## src/rtl/ysyx_23060025_lsu_ctrl_if.sv

```systemverilog
// Memory request/response bus between the LSU controller and the data memory.
// The request channel carries one access per handshake. The response channel
// returns one word, no earlier than the cycle after the request handshake.
interface ysyx_23060025_lsu_ctrl_if #(
   parameter int unsigned ADDR_WIDTH = 32,
   parameter int unsigned DATA_WIDTH = 32
);
   logic                  req_valid_o;
   logic                  req_ready_i;
   logic                  req_wen_o;
   logic [ADDR_WIDTH-1:0] req_addr_o;
   logic [DATA_WIDTH-1:0] req_wdata_o;
   logic [3:0]            req_wstrb_o;
   logic [1:0]            req_size_o;
   logic                  resp_valid_i;
   logic                  resp_ready_o;
   logic [DATA_WIDTH-1:0] resp_rdata_i;
   logic                  resp_err_i;

   // LSU side: issues requests and consumes responses.
   modport master (
      output req_valid_o,
      output req_wen_o,
      output req_addr_o,
      output req_wdata_o,
      output req_wstrb_o,
      output req_size_o,
      output resp_ready_o,
      input  req_ready_i,
      input  resp_valid_i,
      input  resp_rdata_i,
      input  resp_err_i
   );

   // Memory side: accepts requests and produces responses.
   modport slave (
      input  req_valid_o,
      input  req_wen_o,
      input  req_addr_o,
      input  req_wdata_o,
      input  req_wstrb_o,
      input  req_size_o,
      input  resp_ready_o,
      output req_ready_i,
      output resp_valid_i,
      output resp_rdata_i,
      output resp_err_i
   );
endinterface

```

## src/rtl/ysyx_23060025_lsu_ctrl.sv

```systemverilog
// LSU stage controller behind the EX/LSU pipeline register.
// Produces the register's load enable, runs one bus transaction per load or
// store, aligns and extends load data, and hands results to WBU.
// Non-memory instructions pass straight to DONE in one cycle.
module ysyx_23060025_lsu_ctrl #(
   parameter int unsigned ADDR_WIDTH = 32,
   parameter int unsigned DATA_WIDTH = 32
) (
   input  logic                  clock,
   input  logic                  reset,
   // EX side, seen before the EX/LSU register
   input  logic                  f_ex_valid_i,
   input  logic                  f_ex_mem_wen_i,
   input  logic [2:0]            f_ex_load_type_i,
   output logic                  t_lsu_ready_o,
   // EX/LSU register contents
   input  logic                  f_lsu_mem_wen_i,
   input  logic [2:0]            f_lsu_load_type_i,
   input  logic [1:0]            f_lsu_store_type_i,
   input  logic [ADDR_WIDTH-1:0] f_lsu_addr_i,
   input  logic [DATA_WIDTH-1:0] f_lsu_wdata_i,
   // Memory bus
   ysyx_23060025_lsu_ctrl_if.master mem,
   // WBU handoff
   output logic                  t_lsu_valid_o,
   input  logic                  f_wbu_ready_i,
   output logic [DATA_WIDTH-1:0] t_lsu_rdata_o,
   output logic                  t_lsu_err_o,
   output logic                  t_lsu_misalign_o
);

   localparam logic [2:0] LdNone = 3'd0;
   localparam logic [2:0] LdLb   = 3'd1;
   localparam logic [2:0] LdLh   = 3'd2;
   localparam logic [2:0] LdLw   = 3'd3;
   localparam logic [2:0] LdLbu  = 3'd4;
   localparam logic [2:0] LdLhu  = 3'd5;

   localparam logic [1:0] StSb = 2'd0;
   localparam logic [1:0] StSh = 2'd1;

   localparam logic [1:0] SzByte = 2'd0;
   localparam logic [1:0] SzHalf = 2'd1;
   localparam logic [1:0] SzWord = 2'd2;

   typedef enum logic [1:0] {
      StIdle,
      StReq,
      StResp,
      StDone
   } state_e;

   state_e                state_q, state_d;
   logic [DATA_WIDTH-1:0] rdata_q, rdata_d;
   logic                  err_q, err_d;
   logic                  mis_q, mis_d;

   logic [1:0]            off;
   logic [1:0]            size;
   logic                  misalign;
   logic [3:0]            wstrb;
   logic [DATA_WIDTH-1:0] rshift;
   logic [DATA_WIDTH-1:0] ld_ext;
   logic                  lsu_ready;
   logic                  accept;

   assign off = f_lsu_addr_i[1:0];

   // Access size from the registered instruction; unknown codes act as word.
   always_comb begin
      size = SzWord;
      if (f_lsu_mem_wen_i) begin
         case (f_lsu_store_type_i)
            StSb:    size = SzByte;
            StSh:    size = SzHalf;
            default: size = SzWord;
         endcase
      end else begin
         case (f_lsu_load_type_i)
            LdLb, LdLbu: size = SzByte;
            LdLh, LdLhu: size = SzHalf;
            default:     size = SzWord;
         endcase
      end
   end

   // Alignment check and store byte lanes, all from the held register contents.
   always_comb begin
      misalign = ((size == SzHalf) && off[0]) || ((size == SzWord) && (off != 2'b00));
      wstrb    = 4'b0000;
      if (f_lsu_mem_wen_i) begin
         case (size)
            SzByte:  wstrb = 4'b0001 << off;
            SzHalf:  wstrb = 4'b0011 << off;
            default: wstrb = 4'b1111;
         endcase
      end
   end

   // Load data: shift the addressed lane down, then sign/zero extend.
   always_comb begin
      rshift = mem.resp_rdata_i >> {off, 3'b000};
      case (f_lsu_load_type_i)
         LdLb:    ld_ext = {{(DATA_WIDTH - 8){rshift[7]}}, rshift[7:0]};
         LdLh:    ld_ext = {{(DATA_WIDTH - 16){rshift[15]}}, rshift[15:0]};
         LdLbu:   ld_ext = {{(DATA_WIDTH - 8){1'b0}}, rshift[7:0]};
         LdLhu:   ld_ext = {{(DATA_WIDTH - 16){1'b0}}, rshift[15:0]};
         LdLw:    ld_ext = rshift;
         default: ld_ext = rshift;
      endcase
   end

   // Request fields follow the register directly; they stay stable because
   // t_lsu_ready_o is low for the whole transaction.
   assign mem.req_wen_o   = f_lsu_mem_wen_i;
   assign mem.req_addr_o  = f_lsu_addr_i;
   assign mem.req_wdata_o = f_lsu_wdata_i << {off, 3'b000};
   assign mem.req_wstrb_o = wstrb;
   assign mem.req_size_o  = size;

   assign lsu_ready = (state_q == StIdle) || ((state_q == StDone) && f_wbu_ready_i);
   assign accept    = f_ex_valid_i && lsu_ready;

   // Next-state, result capture and handshake outputs.
   always_comb begin
      state_d          = state_q;
      rdata_d          = rdata_q;
      err_d            = err_q;
      mis_d            = mis_q;
      mem.req_valid_o  = 1'b0;
      mem.resp_ready_o = 1'b0;
      t_lsu_valid_o    = 1'b0;

      unique case (state_q)
         StIdle: begin
         end
         StReq: begin
            // Misaligned accesses never reach the bus.
            if (misalign) begin
               mis_d   = 1'b1;
               state_d = StDone;
            end else begin
               mem.req_valid_o = 1'b1;
               if (mem.req_ready_i) begin
                  state_d = StResp;
               end
            end
         end
         StResp: begin
            mem.resp_ready_o = 1'b1;
            if (mem.resp_valid_i) begin
               err_d = mem.resp_err_i;
               if (mem.resp_err_i || f_lsu_mem_wen_i || (f_lsu_load_type_i == LdNone)) begin
                  rdata_d = '0;
               end else begin
                  rdata_d = ld_ext;
               end
               state_d = StDone;
            end
         end
         StDone: begin
            t_lsu_valid_o = 1'b1;
            if (f_wbu_ready_i) begin
               state_d = StIdle;
            end
         end
         default: state_d = StIdle;
      endcase

      // A new instruction overrides the above, allowing DONE -> REQ/DONE with no bubble.
      if (accept) begin
         rdata_d = '0;
         err_d   = 1'b0;
         mis_d   = 1'b0;
         state_d = (f_ex_mem_wen_i || (f_ex_load_type_i != LdNone)) ? StReq : StDone;
      end
   end

   // State and result registers, synchronous reset.
   always_ff @(posedge clock) begin
      if (reset) begin
         state_q <= StIdle;
         rdata_q <= '0;
         err_q   <= 1'b0;
         mis_q   <= 1'b0;
      end else begin
         state_q <= state_d;
         rdata_q <= rdata_d;
         err_q   <= err_d;
         mis_q   <= mis_d;
      end
   end

   assign t_lsu_ready_o    = lsu_ready;
   assign t_lsu_rdata_o    = rdata_q;
   assign t_lsu_err_o      = err_q;
   assign t_lsu_misalign_o = mis_q;

endmodule

```

## src/flat_wrapper.sv

```systemverilog
// flat-port wrapper written by rule: the top's interface ports become plain ports
module ysyx_23060025_lsu_ctrl_flat 
#(
   parameter int unsigned ADDR_WIDTH = 32,
   parameter int unsigned DATA_WIDTH = 32
)
  (clock, reset, f_ex_valid_i, f_ex_mem_wen_i, f_ex_load_type_i, t_lsu_ready_o, f_lsu_mem_wen_i, f_lsu_load_type_i, f_lsu_store_type_i, f_lsu_addr_i, f_lsu_wdata_i, t_lsu_valid_o, f_wbu_ready_i, t_lsu_rdata_o, t_lsu_err_o, t_lsu_misalign_o, mem_req_valid_o, mem_req_wen_o, mem_req_addr_o, mem_req_wdata_o, mem_req_wstrb_o, mem_req_size_o, mem_resp_ready_o, mem_req_ready_i, mem_resp_valid_i, mem_resp_rdata_i, mem_resp_err_i);
  ysyx_23060025_lsu_ctrl_if #(.ADDR_WIDTH(ADDR_WIDTH), .DATA_WIDTH(DATA_WIDTH)) mem_i ();
  input  logic clock;
  input  logic reset;
  input  logic f_ex_valid_i;
  input  logic f_ex_mem_wen_i;
  input  logic [2:0] f_ex_load_type_i;
  output logic t_lsu_ready_o;
  input  logic f_lsu_mem_wen_i;
  input  logic [2:0] f_lsu_load_type_i;
  input  logic [1:0] f_lsu_store_type_i;
  input  logic [ADDR_WIDTH-1:0] f_lsu_addr_i;
  input  logic [DATA_WIDTH-1:0] f_lsu_wdata_i;
  output logic t_lsu_valid_o;
  input  logic f_wbu_ready_i;
  output logic [DATA_WIDTH-1:0] t_lsu_rdata_o;
  output logic t_lsu_err_o;
  output logic t_lsu_misalign_o;
  output wire logic [$bits(mem_i.req_valid_o)-1:0] mem_req_valid_o;
  output wire logic [$bits(mem_i.req_wen_o)-1:0] mem_req_wen_o;
  output wire logic [$bits(mem_i.req_addr_o)-1:0] mem_req_addr_o;
  output wire logic [$bits(mem_i.req_wdata_o)-1:0] mem_req_wdata_o;
  output wire logic [$bits(mem_i.req_wstrb_o)-1:0] mem_req_wstrb_o;
  output wire logic [$bits(mem_i.req_size_o)-1:0] mem_req_size_o;
  output wire logic [$bits(mem_i.resp_ready_o)-1:0] mem_resp_ready_o;
  input wire logic [$bits(mem_i.req_ready_i)-1:0] mem_req_ready_i;
  input wire logic [$bits(mem_i.resp_valid_i)-1:0] mem_resp_valid_i;
  input wire logic [$bits(mem_i.resp_rdata_i)-1:0] mem_resp_rdata_i;
  input wire logic [$bits(mem_i.resp_err_i)-1:0] mem_resp_err_i;
  assign mem_req_valid_o = mem_i.req_valid_o;
  assign mem_req_wen_o = mem_i.req_wen_o;
  assign mem_req_addr_o = mem_i.req_addr_o;
  assign mem_req_wdata_o = mem_i.req_wdata_o;
  assign mem_req_wstrb_o = mem_i.req_wstrb_o;
  assign mem_req_size_o = mem_i.req_size_o;
  assign mem_resp_ready_o = mem_i.resp_ready_o;
  assign mem_i.req_ready_i = mem_req_ready_i;
  assign mem_i.resp_valid_i = mem_resp_valid_i;
  assign mem_i.resp_rdata_i = mem_resp_rdata_i;
  assign mem_i.resp_err_i = mem_resp_err_i;
  ysyx_23060025_lsu_ctrl #(.ADDR_WIDTH(ADDR_WIDTH), .DATA_WIDTH(DATA_WIDTH)) u_core (.clock(clock), .reset(reset), .f_ex_valid_i(f_ex_valid_i), .f_ex_mem_wen_i(f_ex_mem_wen_i), .f_ex_load_type_i(f_ex_load_type_i), .t_lsu_ready_o(t_lsu_ready_o), .f_lsu_mem_wen_i(f_lsu_mem_wen_i), .f_lsu_load_type_i(f_lsu_load_type_i), .f_lsu_store_type_i(f_lsu_store_type_i), .f_lsu_addr_i(f_lsu_addr_i), .f_lsu_wdata_i(f_lsu_wdata_i), .mem(mem_i), .t_lsu_valid_o(t_lsu_valid_o), .f_wbu_ready_i(f_wbu_ready_i), .t_lsu_rdata_o(t_lsu_rdata_o), .t_lsu_err_o(t_lsu_err_o), .t_lsu_misalign_o(t_lsu_misalign_o));
endmodule
```

## config.mk

```make
export PLATFORM = sky130hd
export DESIGN_NAME = ysyx_23060025_lsu_ctrl_flat
export DESIGN_NICKNAME = d
export VERILOG_FILES = /design/src/rtl/ysyx_23060025_lsu_ctrl_if.sv /design/src/rtl/ysyx_23060025_lsu_ctrl.sv /design/src/flat_wrapper.sv
export SDC_FILE = /design/constraint.sdc
export NUM_CORES = 1
export LEC_CHECK = 0
export CORE_ASPECT_RATIO = 1.25
export CORE_MARGIN = 1
export CORE_UTILIZATION = 40
export CTS_CLUSTER_SIZE = 40
export DETAILED_ROUTE_END_ITERATION = 12
export DONT_BUFFER_PORTS = 1
export GPL_ROUTABILITY_DRIVEN = 0
export PLACE_DENSITY = 0.55
export RECOVER_POWER = 25
export SETUP_SLACK_MARGIN = 0.15
export SKIP_LAST_GASP = 1
export SYNTH_ARGS = -nofsm -noshare
export SYNTH_HDL_FRONTEND = slang
export SYNTH_SLANG_ARGS = --single-unit
```

## constraint.sdc

```tcl
create_clock -name clock -period 2.6 [get_ports clock]
set_clock_uncertainty 0.05 [all_clocks]
set_input_delay 0.52 -clock clock [delete_from_list [all_inputs] [get_ports clock]]
set_output_delay 0.52 -clock clock [all_outputs]
set_load 0.02 [all_outputs]
```

==> flow_metrics.env, run 1 <==
export IMPL_postPlaceCellArea_mm2=0.00296
export IMPL_route_detailed_drc=0
export IMPL_globalRoute_totalOverflow=0
export IMPL_io_buffers=0
export IMPL_fin_util_pct=39.5
export IMPL_ys_types=59
export IMPL_die_y_um=102
export IMPL_place_ws_ps=424
export IMPL_cts_tree="yes"
export IMPL_synth_area_mm2=0.00319
export IMPL_cts_num_sinks=36
export IMPL_first_global_vias=2557
export IMPL_drt_first_pass_iters=4
export IMPL_core_area_mm2=0.00775
export IMPL_drt_total_wl_um=10100
export IMPL_worst_slack_ps=368
export IMPL_synth_flop_cell="dfxtp_1"
export IMPL_cts_buffers_inserted=5
export IMPL_cap_violations=0
export IMPL_initialDrtViolationCount=112
export IMPL_slew_headroom_pct=29.6
export IMPL_fp_row_count=36
export IMPL_min_from="mem_req_ready_i"
export IMPL_synth_area_leaders="dfxtp_1 23%, mux2i_1 11%, buf_4 8.5%"
export IMPL_antenna_found_initial=0
export IMPL_antenna_cells=0
export IMPL_fin_area_mm2=0.00306
export IMPL_critPathLaunch="u_core.state_q[0]$_SDFFE_PP0P_"
export IMPL_synth_seq_cells=36
export IMPL_path_clk_slew_ps=80
export IMPL_avgSynthCellArea_um2=8.13
export IMPL_routed_via_count=2771
export IMPL_synth_largest_area_cell="dfxtp_1"
export IMPL_worst_pin_slew_ps=1050
export IMPL_ant_nets=0
export IMPL_final_common_cell="dfxtp_1"
export IMPL_synth_top_cell_area_share_pct=22.6
export IMPL_ys_warnings_count=0
export IMPL_routedWlPerCell_um=23.0
export IMPL_viasPerCell=6.31
export IMPL_syn_inst=392
export IMPL_hold_viol=0
export IMPL_syn_nets=505
export IMPL_h_tree_depth=2
export IMPL_die_area_mm2=0.00833
export IMPL_crit_type="reg -> out"
export IMPL_grt_pass1_wl_um=14100
export IMPL_hp_class="in -> reg"
export IMPL_final_period_utilization_pct=85.8
export IMPL_layout_common_cells="36 x dfxtp_1, 35 x nand2_1, 34 x mux2i_1"
export IMPL_grt_max_degree=75
export IMPL_clockBufferDepth=2
export IMPL_power_density_mw_per_mm2=540
export IMPL_grtUsageTotal_pct=22.6
export IMPL_start_util_pct=41.1
export IMPL_setup_tns_final_ps=0
export IMPL_ios=222
export IMPL_place_hpwl_um=7370
export IMPL_worst_setup_path_end_kind="output pin"
export IMPL_area_growth_pct=-3.89
export IMPL_maxSlewViolCount=0
export IMPL_worstPathRequired_ps=2030
export IMPL_setup_viol=0
export IMPL_seq_area_frac_synth_pct=22.6
export IMPL_period_needed_ps=2230
export IMPL_rr_startpoint="u_core.state_q[1]$_SDFFE_PP0P_"
export IMPL_synthArstFlopShare_pct=0
export IMPL_drive_gt1_share_pct=12.2
export IMPL_worstPathMaxFanout=10
export IMPL_insertion_delay_ps=290
export IMPL_rsz0062_at_grt="false"
export IMPL_p_leak_nw=1.10
export IMPL_synth_edf_count=0
export IMPL_hold_buffers=0
export IMPL_outcome="complete, no violations"
export IMPL_nets=457
export IMPL_ir_drop_uv=292
export IMPL_fp_dieW_um=81.8
export IMPL_cts_root_buffer="clkbuf_8"
export IMPL_whs_ps=274
export IMPL_worstPathArrival_ps=1660
export IMPL_max_freq_mhz=448
export IMPL_worst_setup_path_start_kind="register"
==> layer usage <==
metal / wire, µm / GRT usage [%]
met2: 4930 / 39.5
met3: 1250 / 9.55
met1: 3760 / 25.1
met4: 140 / 5.13
met5: 0 / 0
==> cell type report <==
type                       instances  area [µm²]
clock buffer                       7        96.3
fill                             792        4680
inverter                           4        15.0
multi-input combinational        286        2030
sequential                        36         721
tap                               95         119
timing repair buffer              11        82.6
==> kinds of logic after synthesis <==
family	Yosys count	share of synthesized area [%]
AND/OR/NAND/NOR	120	20.7
XOR/XNOR	1	0.275
flip-flops	36	22.6
buffers and inverters	70	13.9
multiplexers	36	11.7
AO/OA/AOI/OAI	129	30.8
==> flip-flops by register name, indices dropped and copies added (netlist names) <==
signal,flops
u_core.t_lsu_err_o,1
u_core.t_lsu_misalign_o,1
u_core.state_q,2
u_core.t_lsu_rdata_o,32
==> what timing repair did <==
action | 4_1_cts | 5_1_grt
setup endpoints to repair | 0 | 1
buffers inserted | 0 | 0
resized for setup | 0 | 1
==> synth_stat cells, types with 3 or more instances <==
master,count
o2bb2ai_1,3
buf_6,3
clkbuf_1,7
inv_1,4
o21a_1,3
nor2_1,24
nand2_1,35
a32oi_1,7
and2_1,9
mux2i_1,34
a22oi_1,9
a32o_1,8
nand2b_1,3
dfxtp_1,36
a211oi_1,20
a21oi_1,16
or2_2,6
a31o_2,5
o21ai_0,19
a2bb2oi_1,7
buf_4,36
buf_2,18
and3_1,3
a211o_1,7
a221oi_1,8
nor2b_1,19
==> path summary, 6_finish.rpt <==
kind                                            to  slack (ps)  cells past startpoint
min                 u_core.state_q[0]$_SDFFE_PP0P_         270                      1
min reg2reg  u_core.t_lsu_rdata_o[22]$_SDFFE_PP0P_         550                      2
max                                mem_req_valid_o         370                      3
max reg2reg  u_core.t_lsu_rdata_o[13]$_SDFFE_PP0P_         550                      4
==> report_power, final <==
group          internal (W)  switching [W]  total [W]
sequential         0.000576      0.0000630   0.000639
clock              0.000237       0.000214   0.000451
combinational      0.000206       0.000358   0.000564
total               0.00102       0.000635    0.00165
==> worst max-delay path: stages, from the launching register on <==
cell and delay (ps):
dfxtp_1 520, inv_1 140, or3_1 400, o2bb2ai_2 300
==> per-stage QoR <==
stage | std cells | total power (W)
after global routing | 439 | 0.00174
after floorplan | 392 | 0.00122
after global placement | 432 | 0.00121
after detailed placement | 432 | 0.00121
after CTS | 439 | 0.00166
final | 439 | 0.00165
No activity file was read; power rests on OpenSTA's default activity.
==> run 2: changes to the inputs <==
--- a/config.mk
+++ b/config.mk
@@ -16,6 +16,7 @@
 export RECOVER_POWER = 25
 export SETUP_SLACK_MARGIN = 0.15
 export SKIP_LAST_GASP = 1
+export SLEW_MARGIN = 15
 export SYNTH_ARGS = -nofsm -noshare
 export SYNTH_HDL_FRONTEND = slang
 export SYNTH_SLANG_ARGS = --single-unit
==> results of run 2 <==
Same layout as run 1: the final DEF is identical, and so are final timing and power.
==> run 3: changes to the inputs <==
--- a/config.mk
+++ b/config.mk
@@ -7,12 +7,11 @@
 export LEC_CHECK = 0
 export CORE_ASPECT_RATIO = 1.25
 export CORE_MARGIN = 1
-export CORE_UTILIZATION = 40
+export CORE_UTILIZATION = 36
 export CTS_CLUSTER_SIZE = 40
 export DETAILED_ROUTE_END_ITERATION = 12
-export DONT_BUFFER_PORTS = 1
 export GPL_ROUTABILITY_DRIVEN = 0
-export PLACE_DENSITY = 0.55
+export PLACE_DENSITY = 0.83
 export RECOVER_POWER = 25
 export SETUP_SLACK_MARGIN = 0.15
 export SKIP_LAST_GASP = 1
==> flow_metrics.env, run 3 (synthesized netlist as in run 1, its figures left out) <==
export IMPL_outcome="complete, no violations"
export IMPL_ant_nets=0
export IMPL_hp_class="reg -> reg"
export IMPL_rsz0062_at_grt="true"
export IMPL_worst_setup_path_start_kind="primary input"
export IMPL_ios=222
export IMPL_antenna_cells=0
export IMPL_power_density_mw_per_mm2=409
export IMPL_min_from="u_core.t_lsu_rdata_o[22]$_SDFFE_PP0P_"
export IMPL_globalRoute_totalOverflow=0
export IMPL_cp_top_family="buffers and inverters"
export IMPL_viasPerCell=5.54
export IMPL_initialDrtViolationCount=120
export IMPL_fp_row_count=38
export IMPL_period_needed_ps=2490
export IMPL_io_buffers=161
export IMPL_whs_path_depth=2
export IMPL_grt_pass1_wl_um=17900
export IMPL_die_area_mm2=0.00923
export IMPL_crit_slowest_cell="or3b_2"
export IMPL_max_freq_mhz=402
export IMPL_ff2ff_setup_slack_ps=490
export IMPL_worstPathMaxFanout=3
export IMPL_final_cells=646
export IMPL_cts_buffers_inserted=5
export IMPL_routedWlPerCell_um=18.2
export IMPL_cts_tree="yes"
export IMPL_cap_violations=0
export IMPL_worstPathRequired_ps=2030
export IMPL_area_growth_pct=52.6
export IMPL_setup_viol=0
export IMPL_r2r_end="u_core.t_lsu_rdata_o[15]$_SDFFE_PP0P_"
export IMPL_largest_reg_flops=32
export IMPL_hold_end="u_core.t_lsu_rdata_o[22]$_SDFFE_PP0P_"
export IMPL_drt_first_pass_iters=6
export IMPL_die_y_um=107
export IMPL_final_common_cell="clkdlybuf4s50_1"
export IMPL_worst_pin_slew_ps=1120
export IMPL_worst_setup_path_end_kind="output pin"
export IMPL_layout_common_cells="114 x clkdlybuf4s50_1, 37 x buf_4, 36 x dfxtp_1"
export IMPL_slew_headroom_pct=24.6
export IMPL_worst_path_buf_inv=2
export IMPL_postPlaceCellArea_mm2=0.00477
export IMPL_p_leak_nw=1.97
export IMPL_core_area_mm2=0.00865
export IMPL_cts_root_buffer="clkbuf_8"
export IMPL_fp_dieW_um=86.2
export IMPL_final_period_utilization_pct=95.7
export IMPL_start_util_pct=36.8
export IMPL_ir_drop_uv=351
export IMPL_drt_total_wl_um=11800
export IMPL_worstPathArrival_ps=1920
export IMPL_first_global_vias=3525
export IMPL_drive_gt1_share_pct=15.4
export IMPL_worst_r2r_cell_count=4
export IMPL_hold_viol=0
export IMPL_crit_type="in -> out"
export IMPL_grtUsageTotal_pct=24.8
export IMPL_dpl_cell_count=639
export IMPL_cts_num_sinks=36
export IMPL_critPathMaxStageDelay_ps=490
export IMPL_clockBufferDepth=2
export IMPL_h_tree_depth=2
export IMPL_nets=639
export IMPL_place_hpwl_um=9120
export IMPL_maxSlewViolCount=0
export IMPL_fin_area_mm2=0.00486
export IMPL_crit_chain="clkdlybuf4s50_1 -> or3b_2 -> o31ai_1 -> o2bb2ai_2 -> buf_4"
export IMPL_setup_tns_final_ps=0
export IMPL_rr_startpoint="u_core.state_q[1]$_SDFFE_PP0P_"
export IMPL_route_detailed_drc=0
export IMPL_grt_max_degree=41
export IMPL_routed_via_count=3578
export IMPL_path_clk_slew_ps=70
export IMPL_antenna_found_initial=0
export IMPL_insertion_delay_ps=290
export IMPL_total_power_w=0.00199
-- run 3: cell types whose count changed in the layout (fill, tap and decap cells not counted), moves of 2 or more --
cell	delta
buf_12	+3
clkdlybuf4s50_1	+114
buf_6	+2
buf_2	+4
dlygate4sd2_1	+21
buf_4	+26
dlymetal6s2s_1	+5
dlygate4sd3_1	+5
-- run 3: final cells by class --
class / instances / area, µm²
clock buffers: 7 / 96.3
repair buffers: 193 / 1840
inverters: 4 / 15.0
well taps: 120 / 150
fillers: 825 / 3790
flip-flops and latches: 36 / 721
multi-input cells: 286 / 2040
-- run 3: layer usage --
layer  vias to the layer above  share of wire, %  track usage, %
met5                         -                 0               0
met4                         0               4.0            12.1
met3                        45                11            8.39
met2                       183                47            41.6
met1                      1656                39            27.7
li1                       1694                 -               -
-- run 3: worst min-delay path, cell delays in order, from the launching register on --
cell and delay, ps:
dfxtp_1 310, nand2_1 50, a21oi_1 50
-- run 3: how the worst max path moves through the flow --
stage                          end  slack [ps]  cells after the start             startpoint
2_1_floorplan  mem_req_wdata_o[16]         270                      5        f_lsu_addr_i[1]
3_3_place_gp       mem_req_valid_o        -380                      5        f_lsu_mem_wen_i
3_5_place_dp       mem_req_valid_o        -460                      5        f_lsu_mem_wen_i
4_1_cts            mem_req_valid_o         -40                      5        f_lsu_mem_wen_i
5_1_grt            mem_req_valid_o          90                      5  f_lsu_store_type_i[1]
6_report           mem_req_valid_o         110                      5  f_lsu_store_type_i[1]
-- run 3: through the flow --
step	setup WS, ps	utilization, %	hold WS, ps
4_1_cts	-38.4	56.0	407
3_3_place_gp	-378	55.1	392
3_5_place_dp	-465	55.1	397
5_1_grt	89.6	56.2	433
2_1_floorplan	268	-	480
6_report	112	56.2	404
-- run 3: report_power, final --
| part | total (W) | switching [W] | leakage, nW | internal [W] |
|---|---|---|---|---|
| Combinational | 0.000940 | 0.000511 | 1.63 | 0.000429 |
| Clock | 0.000435 | 0.000199 | 0.0503 | 0.000236 |
| Sequential | 0.000613 | 0.0000370 | 0.291 | 0.000576 |
-- run 3: repair_timing --
item,4_1_cts,5_1_grt
hold buffers,0,0
setup buffers,0,0
gates resized for setup,42,10
endpoints found under the setup margin,24,10
==> RTL edit 1, RTL diff (settings of run 1) <==
Re-encode `state_e` (4 states) as one-hot, 4 bits wide.
--- a/src/rtl/ysyx_23060025_lsu_ctrl.sv
+++ b/src/rtl/ysyx_23060025_lsu_ctrl.sv
@@ -43,11 +43,11 @@
    localparam logic [1:0] SzHalf = 2'd1;
    localparam logic [1:0] SzWord = 2'd2;
 
-   typedef enum logic [1:0] {
-      StIdle,
-      StReq,
-      StResp,
-      StDone
+   typedef enum logic [3:0] {
+      StIdle = 4'b0001,
+      StReq  = 4'b0010,
+      StResp = 4'b0100,
+      StDone = 4'b1000
    } state_e;
 
    state_e                state_q, state_d;
Function: same outputs for any inputs over 10 cycles, from zero or initial values and one cycle with reset high; not proved beyond that.
==> RTL edit 1 against run 1 <==
Global-route usage decreased by 0.11 points; die area down 0.73%; setup slack improved by 61 ps; synthesized area is 0.75% lower; sequential cell count up 2; combinational power down 26%; count of clock-buffer cells in the layout down 1; design area up 1.3%; routed wire length down 4.3%; first-iteration DRC count rose by 21%; total power shrank 11%; critical path type is now in -> out; largest cell class unchanged; largest power group unchanged.
==> RTL edit 1: results (changes against run 1) <==
- Max FFs per register: 32 (unchanged)
- CP max stage cell: o311a_1
- Arrival @ worst endpoint: 1600 ps (-60 ps)
- Leakage: 1.15 nW (+4.2%)
- Min-Delay Path Class: in -> reg
- Largest net degree at the start of global routing: 72 (-4.0%)
- Post-DP HPWL: 7200 microns (-2.3%)
- Internal: 0.967 mW (-5.0%)
- R2R depth: 5 (+1)
- Asr flop ratio synth: 0% (unchanged)
- Synth top area cells: dfxtp_1, mux2i_1, buf_4
- Gr usage total: 22.5% (-0.11 points)
- Clk Latency, worst-skew pair: 290 ps (about the same)
- Top Layer Used: met4
- Syn nets: 509 (+0.79%)
- Netlist cell types: 55 (-6.8%)
- Vias in the first global route: 2540 (-0.66%)
- Layout cells sized above 1: 13.5% (+1.3 points)
- Clock root cell: clkbuf_8
- Setup Buffers After CTS: 0 (unchanged)
- Final nets: 468 (+2.4%)
- Crit path largest cell delay: 320 ps (-200 ps)
- Initial antenna violation count: 0 (unchanged)
- Wire per inst: 21.5 microns (-6.2%)
- Status: finished clean
- WL met2: 4860 microns (-1.4%)
- Clock-pin slew on the worst setup and hold paths: 80 ps (about the same)
- Hold depth: 1 (unchanged)
- TritonCTS Buffers: 5 (unchanged)
- CTS max path bufs: 2 (unchanged)
- Slew Limit Fails: 0 (unchanged)
- Initial DRC Count: 136 (+21%)
- Yosys warning count: 0 (unchanged)
- PostCTS Resize Cnt: 0 (unchanged)
- Peak VDD IR: 271 uV (-7.2%)
- Synth top cells by count: nor2_1, buf_4, dfxtp_1, nand2_1, mux2i_1
- Wl on met1: 3680 microns (-2.3%)
- Sequential-to-total area share from yosys stat: 24.1% (+1.4 points)
- Top delay family on crit path: compound AO/OA/AOI/OAI gates
- Routed vias/inst: 6.31 (about the same)
- Worst-path fanout max: 7 (-3)
- Inserted Diodes: 0 (unchanged)
- TritonRoute pass-1 iters: 4 (unchanged)
- Actual slew at the worst max-slew pin: 640 ps (-410 ps)
- Routed wl met3: 945 microns (-24%)
- Port Buffer Count: 0 (unchanged)
- First-pass GRT wire length: 13900 microns (-0.79%)
- Clock H-tree levels: 2 (unchanged)
-- RTL edit 1: cells by family after synthesis --
group	share of synthesized area [%]
xor+xnor	0.277
buf+inv	13.4
compound gates	29.8
flops	24.1
simple gates	21.6
mux	10.8
-- RTL edit 1: stage by stage --
step	instance area, sq um	setup WS, ps	instances	util (%)
final	3100	429	448	41.2
after global routing	3100	352	448	41.2
after CTS	3100	422	448	41.2
after detailed placement	3010	427	440	39.9
after global placement	3010	427	440	39.9
after floorplan	3190	128	396	-
-- RTL edit 1: routing by layer --
layer  vias to the layer above  global-route usage [%]
met5                         -                       0
li1                       1314                       -
met1                      1350                    26.1
met3                        21                    6.22
met2                       142                    39.3
met4                         0                    7.28
-- RTL edit 1: area by class of cell --
cell class                      instances  area [sq um]
Inverter                                4          15.0
Timing Repair Buffer                   15           113
Clock inverter                          2          12.5
Clock buffer                            6          82.6
Fill cell                             781          4430
Multi-Input combinational cell        291          2000
Tap cell                               92           115
Sequential cell                        38           761
-- RTL edit 1: power groups by stage --
stage,clock network [mW],logic [mW],registers (mW)
after global placement,0,0.415,0.625
after global routing,0.477,0.454,0.614
after detailed placement,0,0.417,0.625
after floorplan,0,0.457,0.621
after CTS,0.453,0.418,0.612
final,0.439,0.415,0.612
-- RTL edit 1: worst reg2reg max path, cell delays in order (launching register included) --
cell and delay, ps:
dfxtp_1 460, nor4b_4 320, nand2_4 160, or3_4 380, a221oi_4 390, a32o_1 180
-- RTL edit 1: worst paths after layout --
path	endpoint	slack, ps	from
setup reg to reg	u_core.t_lsu_rdata_o[30]	600	u_core.state_q[2]
hold reg to reg	u_core.t_lsu_rdata_o[15]	500	u_core.t_lsu_rdata_o[15]
hold / removal	u_core.state_q[2]	240	reset
setup / recovery	mem_req_valid_o	430	f_lsu_load_type_i[0]
==> RTL edit 2, RTL diff (settings of run 1) <==
Without the edit above. `ADDR_WIDTH` is set to 32 in 3 places; all go to 40.
--- a/src/rtl/ysyx_23060025_lsu_ctrl_if.sv
+++ b/src/rtl/ysyx_23060025_lsu_ctrl_if.sv
@@ -2,7 +2,7 @@
 // The request channel carries one access per handshake. The response channel
 // returns one word, no earlier than the cycle after the request handshake.
 interface ysyx_23060025_lsu_ctrl_if #(
-   parameter int unsigned ADDR_WIDTH = 32,
+   parameter int unsigned ADDR_WIDTH = 40,
    parameter int unsigned DATA_WIDTH = 32
 );
    logic                  req_valid_o;
--- a/src/rtl/ysyx_23060025_lsu_ctrl.sv
+++ b/src/rtl/ysyx_23060025_lsu_ctrl.sv
@@ -3,7 +3,7 @@
 // store, aligns and extends load data, and hands results to WBU.
 // Non-memory instructions pass straight to DONE in one cycle.
 module ysyx_23060025_lsu_ctrl #(
-   parameter int unsigned ADDR_WIDTH = 32,
+   parameter int unsigned ADDR_WIDTH = 40,
    parameter int unsigned DATA_WIDTH = 32
 ) (
    input  logic                  clock,
--- a/src/flat_wrapper.sv
+++ b/src/flat_wrapper.sv
@@ -1,7 +1,7 @@
 // flat-port wrapper written by rule: the top's interface ports become plain ports
 module ysyx_23060025_lsu_ctrl_flat 
 #(
-   parameter int unsigned ADDR_WIDTH = 32,
+   parameter int unsigned ADDR_WIDTH = 40,
    parameter int unsigned DATA_WIDTH = 32
 )
   (clock, reset, f_ex_valid_i, f_ex_mem_wen_i, f_ex_load_type_i, t_lsu_ready_o, f_lsu_mem_wen_i, f_lsu_load_type_i, f_lsu_store_type_i, f_lsu_addr_i, f_lsu_wdata_i, t_lsu_valid_o, f_wbu_ready_i, t_lsu_rdata_o, t_lsu_err_o, t_lsu_misalign_o, mem_req_valid_o, mem_req_wen_o, mem_req_addr_o, mem_req_wdata_o, mem_req_wstrb_o, mem_req_size_o, mem_resp_ready_o, mem_req_ready_i, mem_resp_valid_i, mem_resp_rdata_i, mem_resp_err_i);
Interface: changed (resized f_lsu_addr_i and mem_req_addr_o); port bits go from 222 to 238. No check against the original RTL was run, so the function may have changed too.
==> RTL edit 2 against run 1 <==
Setup slack gained 1.3 ps; fmax is essentially flat; via count up 0.65%; total power is 1.8% higher; synthesized cell count is 2.0% higher; sequential cell count unchanged; sequential share of layout area shrank 0.086 points; die area is 1.8% higher; synthesized area up 1.9%; utilization is 0.31 points lower; routed wire length barely moved; design area grew 0.37%; critical path type unchanged; largest power group unchanged; highest routed layer unchanged.
==> RTL edit 2: results (changes against run 1) <==
- Clock-pin slew on the worst setup and hold paths: about 70 ps
- Layout cells sized above 1: 12.2% (-0.035 points)
- Largest net degree at the start of global routing: 75 (unchanged)
- Min-Delay Path Class: in -> reg
- Final nets: 465 (+1.8%)
- Worst r2r src: u_core.state_q[1]
- Hold_sp: mem_req_ready_i
- Post-DP HPWL: 7490 microns (+1.6%)
- Arrival @ worst endpoint: 1660 ps (about the same)
- TritonCTS Buffers: 5 (unchanged)
- Vias: 2789 (+0.65%)
- Actual slew at the worst max-slew pin: 1060 ps (+8.61 ps)
- Capture point of the worst reg-to-reg path: u_core.t_lsu_rdata_o[13]
- Gr usage total: 22.5% (-0.093 points)
- Pre-CTS WS: 500 ps (+76.6 ps)
- TritonRoute pass-1 iters: 4 (unchanged)
- Max FFs per register: 32 (unchanged)
- Netlist cell types: 59 (unchanged)
- Clock root cell: clkbuf_8
- Asr flop ratio synth: 0% (unchanged)
- Hold endpoint: u_core.state_q[0]
- Setup Buffers After CTS: 0 (unchanged)
- Leakage: 1.10 nW (+0.45%)
- Reg2Reg Setup Slack: 550 ps (about the same)
- Fill cell total of the finished layout: 821 (+3.7%)
- Synth top cells by count: buf_4, dfxtp_1, nand2_1, mux2i_1, nor2_1
- Wire per inst: 22.9 microns (-0.13%)
- Sequential-to-total area share from yosys stat: 22.2% (-0.42 points)
- Initial DRC Count: 168 (+50%)
- Syn nets: 521 (+3.2%)
- Peak VDD IR: 287 uV (-1.6%)
- Switching Fraction: 37.1% (-1.3 points)
- Hold_ws: 265 ps (-9.04 ps)
- Port Buffer Count: 0 (unchanged)
- Vias in the first global route: 2537 (-0.78%)
- Synth top area cells: dfxtp_1, mux2i_1, buf_4
- # DRC: 0 (unchanged)
- Hold depth: 1 (unchanged)
- Yosys warning count: 0 (unchanged)
- Initial antenna violation count: 0 (unchanged)
- First-pass GRT wire length: 13900 microns (-0.79%)
- Worst-path fanout max: 10 (unchanged)
- PostCTS Resize Cnt: 0 (unchanged)
- Status: finished clean
-- RTL edit 2: changes by cell type in the layout (fill, tap and decap cells not counted) --
| cell | run 1 | this run |
|---|---|---|
| clkbuf_8 | 7 | 5 |
| bufinv_16 | 0 | 1 |
| clkbuf_1 | 0 | 1 |
| clkinv_2 | 0 | 1 |
-- RTL edit 2: critical path: stages (launching register included) --
cell,delay (ps)
dfxtp_1,520
inv_1,140
or3_1,400
o2bb2ai_2,310
-- RTL edit 2: cell type report --
class	count	area, sq um	area share (%)
multi-input cells	286	2030	66.0
flip-flops and latches	36	721	23.4
well taps	95	119	3.87
repair buffers	11	82.6	2.69
clock buffers	6	72.6	2.36
clock inverters	2	35.0	1.14
inverters	4	15.0	0.488
-- RTL edit 2: power groups by stage --
stage	logic, mW	registers (mW)	clock network [mW]
floorplan	0.619	0.620	0
global placement	0.546	0.650	0
detailed placement	0.553	0.652	0
CTS	0.554	0.639	0.501
global route	0.606	0.645	0.528
finish	0.556	0.639	0.488
-- RTL edit 2: how the worst max path moves through the flow --
stage | startpoint | endpoint | slack, ps | cells past startpoint
final | u_core.state_q[0] | mem_req_valid_o | 370 | 3
after global placement | f_lsu_mem_wen_i | mem_req_valid_o | 510 | 3
after floorplan | f_lsu_addr_i[1] | mem_req_wdata_o[16] | 270 | 5
after global routing | u_core.state_q[0] | mem_req_valid_o | 290 | 3
after detailed placement | f_lsu_mem_wen_i | mem_req_valid_o | 500 | 3
after CTS | u_core.state_q[0] | mem_req_valid_o | 210 | 3
-- RTL edit 2: stage by stage --
stage / std cells / power [mW]
final: 440 / 1.68
after CTS: 440 / 1.69
after global routing: 440 / 1.78
after global placement: 432 / 1.20
after detailed placement: 432 / 1.20
after floorplan: 400 / 1.24
-- RTL edit 2: metal layers --
metal,GRT usage (%),part of all wire [%]
met1,24.4,38
met2,38.7,48
met3,9.73,12
met4,8.09,2.0
met5,0,0
-- RTL edit 2: logic make-up (layout without fill, tap and decap cells) --
| logic type | Yosys count | in the layout | share of synthesized area [%] |
|---|---|---|---|
| buf+inv | 78 | 23 | 15.5 |
| flops | 36 | 36 | 22.2 |
| compound gates | 129 | 129 | 30.3 |
| xor+xnor | 1 | 1 | 0.270 |
| mux | 36 | 36 | 11.5 |
| simple gates | 120 | 120 | 20.3 |
